==> src/rtl/cg_rvarch_pkg.sv <==
// cg_rvarch_pkg: shared register-file writeback types and constants.
// Widths, writeback request bundle and source select encoding.
package cg_rvarch_pkg;

  localparam int XLEN       = 32;
  localparam int REG_ADDR_W = 5;
  localparam int REG_NUM    = 32;

  typedef struct packed {
    logic [REG_ADDR_W-1:0] addr;
    logic [XLEN-1:0]       data;
  } wb_req_t;

  typedef enum logic {
    SRC0 = 1'b0,
    SRC1 = 1'b1
  } src_sel_e;

endpackage

==> src/rtl/cg_rvarch_scoreboard.sv <==
// cg_rvarch_scoreboard: per-register pending-write busy bits.
// Ports: i_set_* marks a register busy, i_clr_* frees it, o_busy is the vector.
module cg_rvarch_scoreboard
  import cg_rvarch_pkg::*;
#(
  parameter int ADDR_WIDTH = REG_ADDR_W,
  parameter int DATA_NUM   = REG_NUM
) (
  input  logic                  i_clk,
  input  logic                  i_rst,
  input  logic                  i_set_en,
  input  logic [ADDR_WIDTH-1:0] i_set_addr,
  input  logic                  i_clr_en,
  input  logic [ADDR_WIDTH-1:0] i_clr_addr,
  output logic [DATA_NUM-1:0]   o_busy
);

  logic [DATA_NUM-1:0] r_busy;
  logic [DATA_NUM-1:0] w_next;

  // Set is applied after clear so a newer issue to the
  // register being retired keeps it busy.
  always_comb begin
    w_next = r_busy;
    if (i_clr_en)
      w_next[i_clr_addr] = 1'b0;
    if (i_set_en)
      w_next[i_set_addr] = 1'b1;
    w_next[0] = 1'b0;
  end

  always_ff @(posedge i_clk) begin
    if (i_rst)
      r_busy <= '0;
    else
      r_busy <= w_next;
  end

  assign o_busy = r_busy;

endmodule

==> src/rtl/cg_rvarch_wb_arbiter.sv <==
// cg_rvarch_wb_arbiter: round-robin writeback arbiter driving the rd port.
// Ports: src0/src1 valid-ready results, issue dest, rd write port, busy vector.
module cg_rvarch_wb_arbiter
  import cg_rvarch_pkg::*;
#(
  parameter int DATA_WIDTH = XLEN,
  parameter int ADDR_WIDTH = REG_ADDR_W,
  parameter int DATA_NUM   = REG_NUM
) (
  input  logic                  i_clk,
  input  logic                  i_rst,
  input  logic                  i_src0_valid,
  output logic                  o_src0_ready,
  input  logic [ADDR_WIDTH-1:0] i_src0_addr,
  input  logic [DATA_WIDTH-1:0] i_src0_data,
  input  logic                  i_src1_valid,
  output logic                  o_src1_ready,
  input  logic [ADDR_WIDTH-1:0] i_src1_addr,
  input  logic [DATA_WIDTH-1:0] i_src1_data,
  input  logic                  i_issue_valid,
  input  logic [ADDR_WIDTH-1:0] i_issue_addr,
  output logic                  o_rd_we,
  output logic [ADDR_WIDTH-1:0] o_rd_addr,
  output logic [DATA_WIDTH-1:0] o_rd_data,
  output logic [DATA_NUM-1:0]   o_busy
);

  src_sel_e              r_last;
  logic                  r_rd_we;
  logic [ADDR_WIDTH-1:0] r_rd_addr;
  logic [DATA_WIDTH-1:0] r_rd_data;

  logic    w_gnt0;
  logic    w_gnt1;
  logic    w_xfer;
  wb_req_t w_win;

  // r_last holds the most recent winner; on contention
  // the other source goes next.
  always_comb begin
    w_gnt0 = 1'b0;
    w_gnt1 = 1'b0;
    if (!i_rst) begin
      w_gnt0 = i_src0_valid &&
               (!i_src1_valid || r_last == SRC1);
      w_gnt1 = i_src1_valid &&
               (!i_src0_valid || r_last == SRC0);
    end
  end

  assign w_xfer = w_gnt0 || w_gnt1;

  always_comb begin
    w_win.addr = i_src0_addr;
    w_win.data = i_src0_data;
    if (w_gnt1) begin
      w_win.addr = i_src1_addr;
      w_win.data = i_src1_data;
    end
  end

  // Reset to SRC1 so src0 wins the first contention.
  always_ff @(posedge i_clk) begin
    if (i_rst)
      r_last <= SRC1;
    else if (w_gnt0)
      r_last <= SRC0;
    else if (w_gnt1)
      r_last <= SRC1;
  end

  always_ff @(posedge i_clk) begin
    if (i_rst) begin
      r_rd_we   <= 1'b0;
      r_rd_addr <= '0;
      r_rd_data <= '0;
    end else if (w_xfer) begin
      r_rd_we   <= (w_win.addr != '0);
      r_rd_addr <= w_win.addr;
      r_rd_data <= w_win.data;
    end else begin
      r_rd_we   <= 1'b0;
    end
  end

  cg_rvarch_scoreboard #(
    .ADDR_WIDTH (ADDR_WIDTH),
    .DATA_NUM   (DATA_NUM)
  ) u_sb (
    .i_clk      (i_clk),
    .i_rst      (i_rst),
    .i_set_en   (i_issue_valid),
    .i_set_addr (i_issue_addr),
    .i_clr_en   (r_rd_we),
    .i_clr_addr (r_rd_addr),
    .o_busy     (o_busy)
  );

  assign o_src0_ready = w_gnt0;
  assign o_src1_ready = w_gnt1;
  assign o_rd_we      = r_rd_we;
  assign o_rd_addr    = r_rd_addr;
  assign o_rd_data    = r_rd_data;

endmodule

==> config.mk <==
export PLATFORM = sky130hd
export DESIGN_NAME = cg_rvarch_wb_arbiter
export DESIGN_NICKNAME = d
export VERILOG_FILES = /design/src/rtl/cg_rvarch_pkg.sv /design/src/rtl/cg_rvarch_scoreboard.sv /design/src/rtl/cg_rvarch_wb_arbiter.sv
export SDC_FILE = /design/constraint.sdc
export NUM_CORES = 1
export LEC_CHECK = 0
export CAP_MARGIN = 20
export CELL_PAD_IN_SITES_DETAIL_PLACEMENT = 1
export CELL_PAD_IN_SITES_GLOBAL_PLACEMENT = 2
export CORE_MARGIN = 8
export CORE_UTILIZATION = 21
export DETAILED_ROUTE_END_ITERATION = 16
export PLACE_DENSITY_LB_ADDON = 0.1
export SKIP_CTS_REPAIR_TIMING = 1
export SLEW_MARGIN = 20
export SYNTH_ARGS = -nofsm -noshare
export SYNTH_HDL_FRONTEND = slang
export SYNTH_SLANG_ARGS = --single-unit
==> constraint.sdc <==
create_clock -name i_clk -period 1.3 [get_ports i_clk]
set_input_delay 0.26 -clock i_clk [delete_from_list [all_inputs] [get_ports i_clk]]
set_output_delay 0.26 -clock i_clk [all_outputs]
set_load 0.01 [all_outputs]
==> Word-level counts from Yosys, hierarchy flattened <==
Index checks and enable logic that the tools add are counted.
{ "word_totals": {"input_bits": 84, "out_inout_bits": 72, "wordCells": 38, "reg_bits": 71} }
{ "classes": {"muxes": 11, "n_bitwise": 5, "magnitude_cmp": 4, "n_reduce_logical": 12} }
{ "ops": {"columns": ["operator", "n"], "rows": [
  ["32-bit 2-to-1 mux", 2],
  ["37-bit 2-to-1 mux", 1],
  ["32-bit AND", 1],
  ["32-bit NOT", 1],
  ["32-bit bitwise OR", 1],
  ["5-bit by 6-bit < comparator with 1-bit output (second input constant)", 2],
  ["1-bit demux with 5-bit select", 2],
  ["5-bit by 1-bit greater-or-equal comparator with 1-bit output (second input constant)", 2],
  ["1-bit 2-to-1 mux", 6],
  ["5-bit nonzero test", 1],
  ["1-bit logical AND", 4],
  ["1-bit logical OR", 3],
  ["1-bit logical NOT", 2],
  ["1-bit NOT", 2],
  ["2-bit nonzero test", 1],
  ["2-bit OR reduction", 1]
]} }

==> Depth between registers and ports, before layout <==
Gate-level depths: netlist of run 1.
{ "logic_depth": {"word_depth": 9, "mapped_depth": 5, "depth_no_buf": 3} }

==> Hierarchy <==
Synthesis of run 1 repeated with hierarchy kept, for this count alone.
{ "hier_totals": {"cells_unflattened": 344, "hier_area_um2": 3268.1} }
{ "by_module_without_submodules": {"columns": ["mod", "n_inst", "area_per_inst_um2", "cells_each", "seq_area_each_um2"], "rows": [
  ["cg_rvarch_wb_arbiter", 1, 1908.1, 188, 780.7],
  ["cg_rvarch_scoreboard", 1, 1360.1, 156, 620.6]
]} }

==> Worst setup path before layout of run 1 <==
Ideal clock, no wire load.
{ "synth_path": {"path_type": "register to register", "from": "reg r_rd_addr[2] (netlist: o_rd_addr[2])", "to": "reg u_sb.r_busy[7] (netlist: u_sb.o_busy[7])", "synth_period_minus_slack_ns": 1.279, "path_buffers": 0, "path_stages_with_launch": 4, "path_slack_ns": 0.021, "setup_ns": 0.128, "t_required_ns": 1.172, "arrival_time_ns": 1.151, "path_cell_list": "dfxtp_1 -> or3b_2 -> o21ai_0 -> o21ai_0"} }
{ "synth_between": {"elab_chain_cells": 9, "elab_cells_between_ends": 10, "classes_between": "2 x order compare; 4 x mux; 3 x bitwise; 1 x reduce/logical"} }
{ "synth_lines": {"columns": ["element", "line", "text"], "rows": [
  ["start: declaration", "cg_rvarch_wb_arbiter.sv:30", "logic [ADDR_WIDTH-1:0] r_rd_addr;"],
  ["start signal: assignment", "cg_rvarch_wb_arbiter.sv:79", "r_rd_addr <= w_win.addr;"],
  ["5-bit by 6-bit < comparator with 1-bit output (not written as such) / 5-bit by 1-bit greater-or-equal comparator with 1-bit output (equally long branches)", "cg_rvarch_scoreboard.sv:26", "w_next[i_clr_addr] = 1'b0;"],
  ["1-bit logical AND (not written as such)", "cg_rvarch_scoreboard.sv:26", null],
  ["1-bit 2-to-1 mux (not written as such)", "cg_rvarch_scoreboard.sv:26", null],
  ["1-bit demux with 5-bit select (*)", null, null],
  ["32-bit NOT (no line) (*)", null, null],
  ["32-bit AND (no line) (*)", null, null],
  ["32-bit 2-to-1 mux (*)", "cg_rvarch_scoreboard.sv:25", "if (i_clr_en)"],
  ["32-bit bitwise OR (no line)", null, null],
  ["32-bit 2-to-1 mux (*)", "cg_rvarch_scoreboard.sv:27", "if (i_set_en)"],
  ["end signal: assignment", "cg_rvarch_scoreboard.sv:36", "r_busy <= w_next;"],
  ["end: declaration", "cg_rvarch_scoreboard.sv:18", "logic [DATA_NUM-1:0] r_busy;"]
]} }
Mark *: on every way between the ends. The rest lies on a longest branch, timed or not.
A chain may end at the register's enable or synchronous reset.

==> Final worst setup path of run 1 <==
{ "layout_path": {"from": "reg r_last", "to": "reg r_rd_data[10] (netlist: o_rd_data[10])"} }
{ "layout_between": {"elab_chain_cells": 5, "elab_cells_between_ends": 9, "classes_between": "3 x mux; 1 x bitwise; 5 x reduce/logical"} }
{ "layout_lines": {"columns": ["element", "line", "text"], "rows": [
  ["start: declaration", "cg_rvarch_wb_arbiter.sv:28", "src_sel_e r_last;"],
  ["start signal: assignment", "cg_rvarch_wb_arbiter.sv:65", "r_last <= SRC1;"],
  ["start signal: assignment", "cg_rvarch_wb_arbiter.sv:67", "r_last <= SRC0;"],
  ["start signal: assignment", "cg_rvarch_wb_arbiter.sv:69", "r_last <= SRC1;"],
  ["1-bit NOT", "cg_rvarch_wb_arbiter.sv:47", "(!i_src0_valid || r_last == SRC0);"],
  ["1-bit logical OR", "cg_rvarch_wb_arbiter.sv:47", null],
  ["1-bit logical AND", "cg_rvarch_wb_arbiter.sv:46", "w_gnt1 = i_src1_valid &&"],
  ["1-bit 2-to-1 mux", "cg_rvarch_wb_arbiter.sv:43", "if (!i_rst) begin"],
  ["37-bit 2-to-1 mux / 1-bit logical OR (equally long branches)", "cg_rvarch_wb_arbiter.sv:56, cg_rvarch_wb_arbiter.sv:51", null],
  ["end signal: assignment", "cg_rvarch_wb_arbiter.sv:80", "r_rd_data <= w_win.data;"],
  ["end: declaration", "cg_rvarch_wb_arbiter.sv:31", "logic [DATA_WIDTH-1:0] r_rd_data;"]
]} }
Several ways; a longest one is shown, not always the timed one.

==> results of run 1 <==
==> critical path, cell delays in order, from the launching register on <==
cell and delay, ns:
dfxtp_2 0.35, nand2_4 0.06, buf_6 0.12, and3b_4 0.21
buf_12 0.14, clkbuf_16 0.15, a221o_1 0.33
==> power groups by stage <==
stage	Sequential, µW	Combinational, µW	Clock (µW)
after detailed placement	2400	1200	0
after floorplan	2440	404	0
after global placement	2400	1190	0
final	2360	1330	2940
after global routing	2380	1430	3140
after CTS	2360	1210	3030
==> path summary, 6_finish.rpt <==
kind	startpoint	endpoint	slack, ns
max	r_last	o_rd_data[10]	-0.20
min	i_src1_valid	r_last	0.40
max reg2reg	r_last	o_rd_data[10]	-0.20
min reg2reg	o_rd_data[8]	o_rd_data[8]	0.49
==> Yosys cell counts (2+ instances only) <==
cell,count
dfxtp_1,70
o21ai_0,60
inv_1,39
a221o_1,37
nor2b_1,31
a2111oi_2,20
a2111oi_0,14
buf_2,12
nand3b_1,8
clkbuf_1,7
buf_6,6
nand2_1,5
nor2_1,5
or3b_2,5
a2111oi_1,3
buf_4,3
nand3_1,3
o21ai_1,3
or3_1,2
==> routing by layer <==
| metal | wire length [µm] | vias to the layer above | GRT usage (%) | part of all wire (%) |
|---|---|---|---|---|
| li1 | - | 1680 | - | - |
| met1 | 6610 | 1727 | 16.9 | 44 |
| met2 | 7400 | 101 | 23.6 | 49 |
| met3 | 867 | 14 | 4.37 | 5.7 |
| met4 | 239 | 0 | 5.77 | 1.6 |
| met5 | 0 | - | 0 | 0 |
==> cells by family after synthesis <==
| kind of cell | after synthesis |
|---|---|
| AOI/OAI and AO/OA | 140 |
| DFF | 70 |
| and+or+nand+nor | 67 |
| buffers and inverters | 67 |
| other | 1 |
==> registers in the layout, indices dropped and copies added (netlist names) <==
signal,cells
r_last,1
u_sb.o_busy,31
o_rd_addr,5
o_rd_data,32
o_rd_we,1
==> layout make-up <==
| type | count | area [µm²] |
|---|---|---|
| well taps | 216 | 270 |
| clock buffers | 11 | 243 |
| repair buffers | 208 | 2270 |
| fillers | 1741 | 9430 |
| multi-input cells | 208 | 1770 |
| inverters | 39 | 146 |
| clock inverters | 5 | 106 |
| flip-flops and latches | 70 | 1420 |
==> cell usage in the layout (no fill, tap or decap), drive strengths merged, types with 3 or more instances in the layout <==
cell type      netlist  routed
bufinv               0       3
nor2b               31      31
dfxtp               70      70
a221o               37      37
buf                 21      53
o21ai               63      63
clkbuf               7      16
a2111oi             37      37
nand3                3       3
dlymetal6s2s         0      70
clkdlybuf4s50        0      80
nor2                 5       5
nand2                5       5
or3b                 5       5
inv                 39      39
nand3b               8       8
==> through the flow <==
step | total power, µW | hold slack (ns) | setup WS (ns) | setup TNS [ns]
floorplan | 2850 | 0.360 | 0.0213 | 0
global placement | 3590 | 0.468 | -0.784 | -30.45
detailed placement | 3600 | 0.474 | -0.834 | -33.75
CTS | 6590 | 0.375 | -0.845 | -31.17
global route | 6940 | 0.415 | -0.290 | -6.71
finish | 6630 | 0.397 | -0.198 | -4.85
==> flow_summary.yaml, run 1 <==
finish:
  design_area_um2: 6220
  syn_to_final_growth_pct: 87.6
  finish.utilization_pct: 39.8
  drive_gt1_share_pct: 21.4
  layout.nets: 620
  diodes: 0
  layoutNonFillerInstCount: 757
clock_tree:
  root_buffer: "clkbuf_16"
  cts_sinks: 70
  cts_buffer_depth: 2
  htreeDepth: 3
  tritoncts: "done"
  cts_buffers: 9
  clkLatencyLatePin_ns: 0.34
  clkTransAtPathRegs_ns: 0.06
detailed_routing:
  wire_per_inst_um: 20.0
  detail-route-antenna-nets: 0
  routed_via_density: 4.65
  drc: 0
  firstDrtPassIters: 4
  drt_iter0_drc: 109
  num_vias: 3522
  drt_wl_total_um: 15100
hold_path:
  hold_depth: 4
  hp-class: "input pin to register"
power_and_ir_drop:
  p_clk_share_pct: 44.4
  leakage_uw: 0.00337
  ir_worst_vdd_v: 0.000570
  power_density_nw_per_um2: 1070
  p_int_uw: 4950
  combPwrFrac_pct: 20.0
  seq_power_share_pct: 35.6
  swShare_pct: 25.4
  switching_power_uw: 1680
synthesis:
  synth_fa_ha_area_share_pct: 0
  synth_top_area_cell: "dfxtp_1"
  syn_nets: 429
  synthMuxAreaShare_pct: 0
  synth_seq_cells: 70
  synth_ff_type: "dfxtp_1"
  ys_warn_count: 0
  synth_area_leaders: "dfxtp_1 (42%), a221o_1 (11%), a2111oi_2 (9.1%), o21ai_0 (9.1%), nor2b_1 (5.8%)"
  synth-edff-count: 0
  synthArstFlopShare_pct: 0
  synth_compound_area_share_pct: 35.0
  synthDistinctLibCells: 31
  syn_area_um2: 3320
  synth_top_family_by_area: "compound AO/OA/AOI/OAI gates"
  synth_top_area_share_pct: 42.2
  synth.avg_cell_area_um2: 9.61
  synth-seq-area-share_pct: 42.2
  synth_xor_area_share_pct: 0
  syn_inst: 345
  yosys.area_share.simple_pct: 12.9
status:
  failed_checks: "setup timing"
  status: "finished, violations left"
place:
  dp_cells: 730
  routabilityCongestion: 0.736
  dpl_cell_area_um2: 5290
  portBuffers: 154
  hpwl_um: 10400
timing:
  max_clock_freq_ghz: 0.668
  worst_pin_slew_ns: 0.638
  period_needed_ns: 1.50
  slew_headroom_pct: 57.5
  post-route-period-util_pct: 115
  setup_ws_ns: -0.198
  hold_viol_final: 0
  setup_viol: 39
  slew_violations: 0
  rsz0062_at_grt: "true"
  skew_ns: 0.00708
floorplanning:
  start_util_pct: 21.2
  core_area_um2: 15700
  die_area_um2: 20100
  pin_count: 156
  die_h_um: 142
  rows: 46
  fp.dieW_um: 142
critical_path:
  crit_path_end_kind: "register"
  critPathArrivalTime_ns: 1.71
  r2r_cells: 6
  cp.required_ns: 1.51
  path_max_fanout: 6
  start_kind: "register"
  worstSetupPathType: "register to register"
global_routing:
  antenna_found_initial: 0
  grt_pass1_vias: 3785
  grt_overflow: 0
  grt_use_total_pct: 14.2
  grt_pass1_wl_um: 22100
  grt_start_max_net_pins: 38
job:
  maxCapViolCount: 0
(Power assumes the default switching activity.)
==> inputs of run 2 (changes only) <==
--- a/config.mk
+++ b/config.mk
@@ -8,6 +8,7 @@
 export CAP_MARGIN = 20
 export CELL_PAD_IN_SITES_DETAIL_PLACEMENT = 1
 export CELL_PAD_IN_SITES_GLOBAL_PLACEMENT = 2
+export CORE_ASPECT_RATIO = 1.1
 export CORE_MARGIN = 8
 export CORE_UTILIZATION = 21
 export DETAILED_ROUTE_END_ITERATION = 16
==> run 2 against run 1 <==
  * The flow still finishes with violations (setup timing)
  * First-iteration DRC count grew 66%
  * Utilization shrank 1.8 points
  * Count of clock-buffer cells in the layout is the same
  * Final cell count shrank 3.4%
  * Flip-flop and latch count is the same
  * Largest power group unchanged
==> flow_summary.yaml, run 2 (synthesis gave the netlist of run 1 again) <==
finish:
  drive_gt1_share_pct: 19.8
  layout_commonest_cell: "clkdlybuf4s50_1"
  layout_common_cells: "clkdlybuf4s50_1 (80), dlymetal6s2s_1 (70), dfxtp_1 (66)"
  largest_register_ffs: 32
  syn_to_final_growth_pct: 78.1
  diodes: 0
  layout.nets: 610
power_and_ir_drop:
  ir_worst_vdd_v: 0.000522
  power_density_nw_per_um2: 1030
  leakage_uw: 0.00326
global_routing:
  grt_pass1_wl_um: 21500
  grt_start_max_net_pins: 38
  grt_use_total_pct: 13.9
  grt_pass1_vias: 3690
  grt_overflow: 0
  antenna_found_initial: 0
floorplanning:
  core_area_um2: 15600
  start_util_pct: 21.3
  pin_count: 156
  rows: 48
  fp.dieW_um: 136
  die_area_um2: 20100
  die_h_um: 148
job:
  maxCapViolCount: 0
timing:
  max_clock_freq_ghz: 0.656
  post-route-period-util_pct: 117
  worst_hold_slack_ns: 0.369
  hold_viol_final: 0
  slew_violations: 0
  period_needed_ns: 1.52
  setup_ws_ns: -0.224
  skew_ns: 0.0114
  slew_headroom_pct: 59.8
  worst_pin_slew_ns: 0.603
  rsz0062_at_grt: "true"
  setup_viol: 39
critical_path:
  crit_path_end_kind: "output port"
  crit_top_cell: "buf_6"
  worstSetupPathType: "register to output port"
  critPathArrivalTime_ns: 1.26
  path_max_fanout: 4
  path_cells: "nand2_4 > buf_6 > and3b_2 > buf_6"
  cpLargestDelayFamily: "flip-flops"
  cp.required_ns: 1.04
  critPathMaxStageDelay_ns: 0.35
  start_kind: "register"
  cp.buffers_inverters: 2
  crit_slowest_cell: "dfxtp_2"
clock_tree:
  cts_buffers: 9
  cts_sinks: 70
  clkTransAtPathRegs_ns: 0.06
  clkLatencyLatePin_ns: 0.34
  cts_buffer_depth: 2
  htreeDepth: 3
  root_buffer: "clkbuf_16"
  tritoncts: "done"
place:
  hpwl_um: 10100
  routabilityCongestion: 0.697
  portBuffers: 154
  pre_cts_ws_ns: -0.820
status:
  failed_checks: "setup timing"
  status: "finished, violations left"
detailed_routing:
  firstDrtPassIters: 4
  detail-route-antenna-nets: 0
  drt_wl_total_um: 14100
  drc: 0
  wire_per_inst_um: 19.2
  routed_via_density: 4.70
  num_vias: 3437
  drt_iter0_drc: 181
hold_path:
  hp-class: "input pin to register"
[run 2: final cells by class]
class	count	area (µm²)
Tap cell	200	250
Timing Repair Buffer	198	2110
Inverter	39	146
Multi-Input combinational cell	208	1680
Fill cell	1762	9650
Sequential cell	70	1410
Clock buffer	11	243
Clock inverter	5	58.8
[run 2: path summary, 6_finish.rpt]
kind / start / endpoint / slack [ns] / depth (start not counted)
worst max-delay path: r_last / o_src1_ready / -0.22 / 4
worst min-delay path: i_src1_valid / r_last / 0.37 / 4
worst max register to register: r_last / o_rd_data[10] / -0.22 / 6
worst min register to register: o_rd_data[15] / o_rd_data[15] / 0.48 / 1
[run 2: metal layers]
layer	vias to the layer above	wire length [µm]	GRT usage, %
met2	103	7120	23.5
met4	0	194	5.73
met1	1647	5860	15.7
met5	-	0	0
met3	12	898	4.41
li1	1675	-	-
[run 2: worst reg2reg max path, stage by stage (launching register included)]
cell and delay (ns):
dfxtp_2 0.35, nand2_4 0.06, buf_6 0.12, and3b_2 0.25, buf_4 0.15, clkbuf_16 0.15
a221o_1 0.31
[run 2: per-stage QoR]
step | cell area, µm² | utilization, % | std cells | TNS, ns | total power, µW
global route | 5910 | 38.0 | 731 | -7.83 | 6410
global placement | 5260 | 33.8 | 711 | -28.26 | 3590
finish | 5910 | 38.0 | 731 | -5.94 | 6090
detailed placement | 5260 | 33.8 | 711 | -29.56 | 3590
floorplan | 3320 | - | 345 | 0 | 2850
CTS | 5570 | 35.8 | 727 | -27.09 | 6180
[run 2: report_power, final]
| part | leakage, µW | switching (µW) | internal [µW] |
|---|---|---|---|
| sequential | 0.000576 | 86.2 | 2270 |
| clock | 0.000142 | 984 | 1540 |
| combinational | 0.00254 | 528 | 682 |
==> inputs of run 3 (changes only) <==
--- a/config.mk
+++ b/config.mk
@@ -5,6 +5,7 @@
 export SDC_FILE = /design/constraint.sdc
 export NUM_CORES = 1
 export LEC_CHECK = 0
+export ABC_CLOCK_PERIOD_IN_PS = 1300
 export CAP_MARGIN = 20
 export CELL_PAD_IN_SITES_DETAIL_PLACEMENT = 1
 export CELL_PAD_IN_SITES_GLOBAL_PLACEMENT = 2
==> results of run 3 <==
Final layout, timing and power as in run 2 (identical DEF).
==> edit: new RTL, flow settings as in run 2 <==
Set the package constant `REG_NUM` to 64 (it was 32).
--- a/src/rtl/cg_rvarch_pkg.sv
+++ b/src/rtl/cg_rvarch_pkg.sv
@@ -4,7 +4,7 @@
 
   localparam int XLEN       = 32;
   localparam int REG_ADDR_W = 5;
-  localparam int REG_NUM    = 32;
+  localparam int REG_NUM    = 64;
 
   typedef struct packed {
     logic [REG_ADDR_W-1:0] addr;
Interface: changed (resized o_busy); port bits go from 156 to 188. The function was not compared with the original's and may differ.
==> edit against run 2 <==
- the flow still finishes with violations (setup timing)
- worst setup slack improved by 0.067 ns
- sequential cell count unchanged
- total power up 0.22%
- cell area rose by 3.2%
- area after synthesis increased by 5.7%
- synthesized cell count up 21%
- count of clock-buffer cells in the layout unchanged
- wire length grew 5.8%
- maximum frequency grew 4.6%
- clock power shrank 4%
- register-to-register slack better by 0.13 ns
- critical path type unchanged
- critical endpoint unchanged
- largest cell class unchanged
- largest power group unchanged
==> edit: results (changes against run 2) <==
* Final TNS setup at -0.8913 ns (+5.051 ns)
* Metal2 WL at 7609 um (+6.9%)
* Worst Path Max Fanout at 3 (-1)
* Count of different cell masters after synthesis at 34 (+9.7%)
* GRT met3 Usage at 0.05359 (+0.009461)
* Arrival time worst endpoint at 1.20 ns (-0.06 ns)
* Clock Pin Slew Worst Setup and Hold Paths at 0.05 ns
* Detailed-routing wirelength on met1 at 6019 um (+2.8%)
* Worst IR Drop VDD at 0.5693 mV (+9.0%)
* Logic depth of the worst register-to-register path at 6 (unchanged)
* Violated checks: setup timing
* Placed instance area at 5323 um^2 (+1.1%)
* Portion of the post-synthesis area used by sequential elements at 0.3997 (-0.02277)
* Final-layout fill cell count at 1925 (+9.3%)
* Wire length per cell at 18.39 um (-4.4%)
* Global routing usage on met1 at 0.1379 (-0.01870)
* Beginning of the worst register-to-register path: r_last
* Worst slack after detailed placement at -0.6808 ns (+0.1390 ns)
* Met3 wire length at 1023 um (+14%)
* Vias in the first global route at 3970 (+7.6%)
* Run status: finished, violations left
* DP HPWL at 10610 um (+4.9%)
* First-pass GRT wire length at 21700 um (+0.86%)
* Met2 Usage GRT at 0.2350 (-0.0002897)
* Global Route Usage Sum at 0.1321 (-0.006743)
* Pre-Repair DR Iteration Count at 4 (unchanged)
* Number of antenna violations at the first check in global routing at 0 (unchanged)
* Largest register FFs at 32 (unchanged)
* Hold depth at 3 (-1)
* 1st-iter DRT viols at 127 (-30%)
* Lkg Pwr at 3.257 nW (-0.13%)
* Destination of the worst register-to-register timing path: o_rd_data[0]
* Final number of setup-violating endpoints at 22 (-44%)
* Standard cell with the maximum stage delay on the critical path: dfxtp_4
* Worst clock skew on the final layout at 0.005239 ns (-0.006200 ns)
* Fraction of final layout cells sized beyond drive strength 1 at 0.1636 (-0.03410)
* Avg Vias per Cell at 4.587 (-2.4%)
* Pwr per Cell Area at 1001 nW/um^2 (-2.8%)
* Register-to-register setup slack at -0.09 ns (+0.13 ns)
* Final-stage net count at 684 (+12%)
* Post-layout worst setup margin at -0.1567 ns (+0.06676 ns)
* Routability cong. at 0.7525 (+8.0%)
* Leading post-synthesis cells by instance count: dfxtp_1, o21ai_0, nand3b_1
* Area contributors post-synth: dfxtp_1, a311oi_1, nand3b_1
* Maximum number of pins on one net before global-route repair at 57 (+50%)
* Launch instance of the worst min-delay path: i_rst
[edit: cell types whose count changed after synthesis, moves of 14 or more]
cell,before,now
a2111oi_0,14,0
a2111oi_2,20,0
a21oi_1,1,33
a221o_1,37,0
a311oi_1,0,36
buf_4,3,36
inv_1,39,1
nand2_1,5,32
nand3b_1,8,41
nor2_1,5,37
nor2b_1,31,0
[edit: metrics by stage]
stage                     std cells  hold slack [ns]
after floorplan                 449           0.3604
after global placement          782           0.4692
after detailed placement        782           0.4717
after CTS                       798           0.1871
after global routing            809           0.1907
final                           809           0.1987
[edit: layout make-up]
type,count,area share
clock buffers,11,0.03819
clock inverters,5,0.008214
inverters,1,0.0006160
multi-input cells,311,0.3058
flip-flops and latches,70,0.2324
well taps,204,0.04189
repair buffers,207,0.3729
[edit: power breakdown]
part	switching [mW]	total, mW	internal (mW)
sequential	0.0765	2.33	2.26
combinational	0.612	1.34	0.729
clock	0.954	2.43	1.47
total	1.64	6.10	4.46
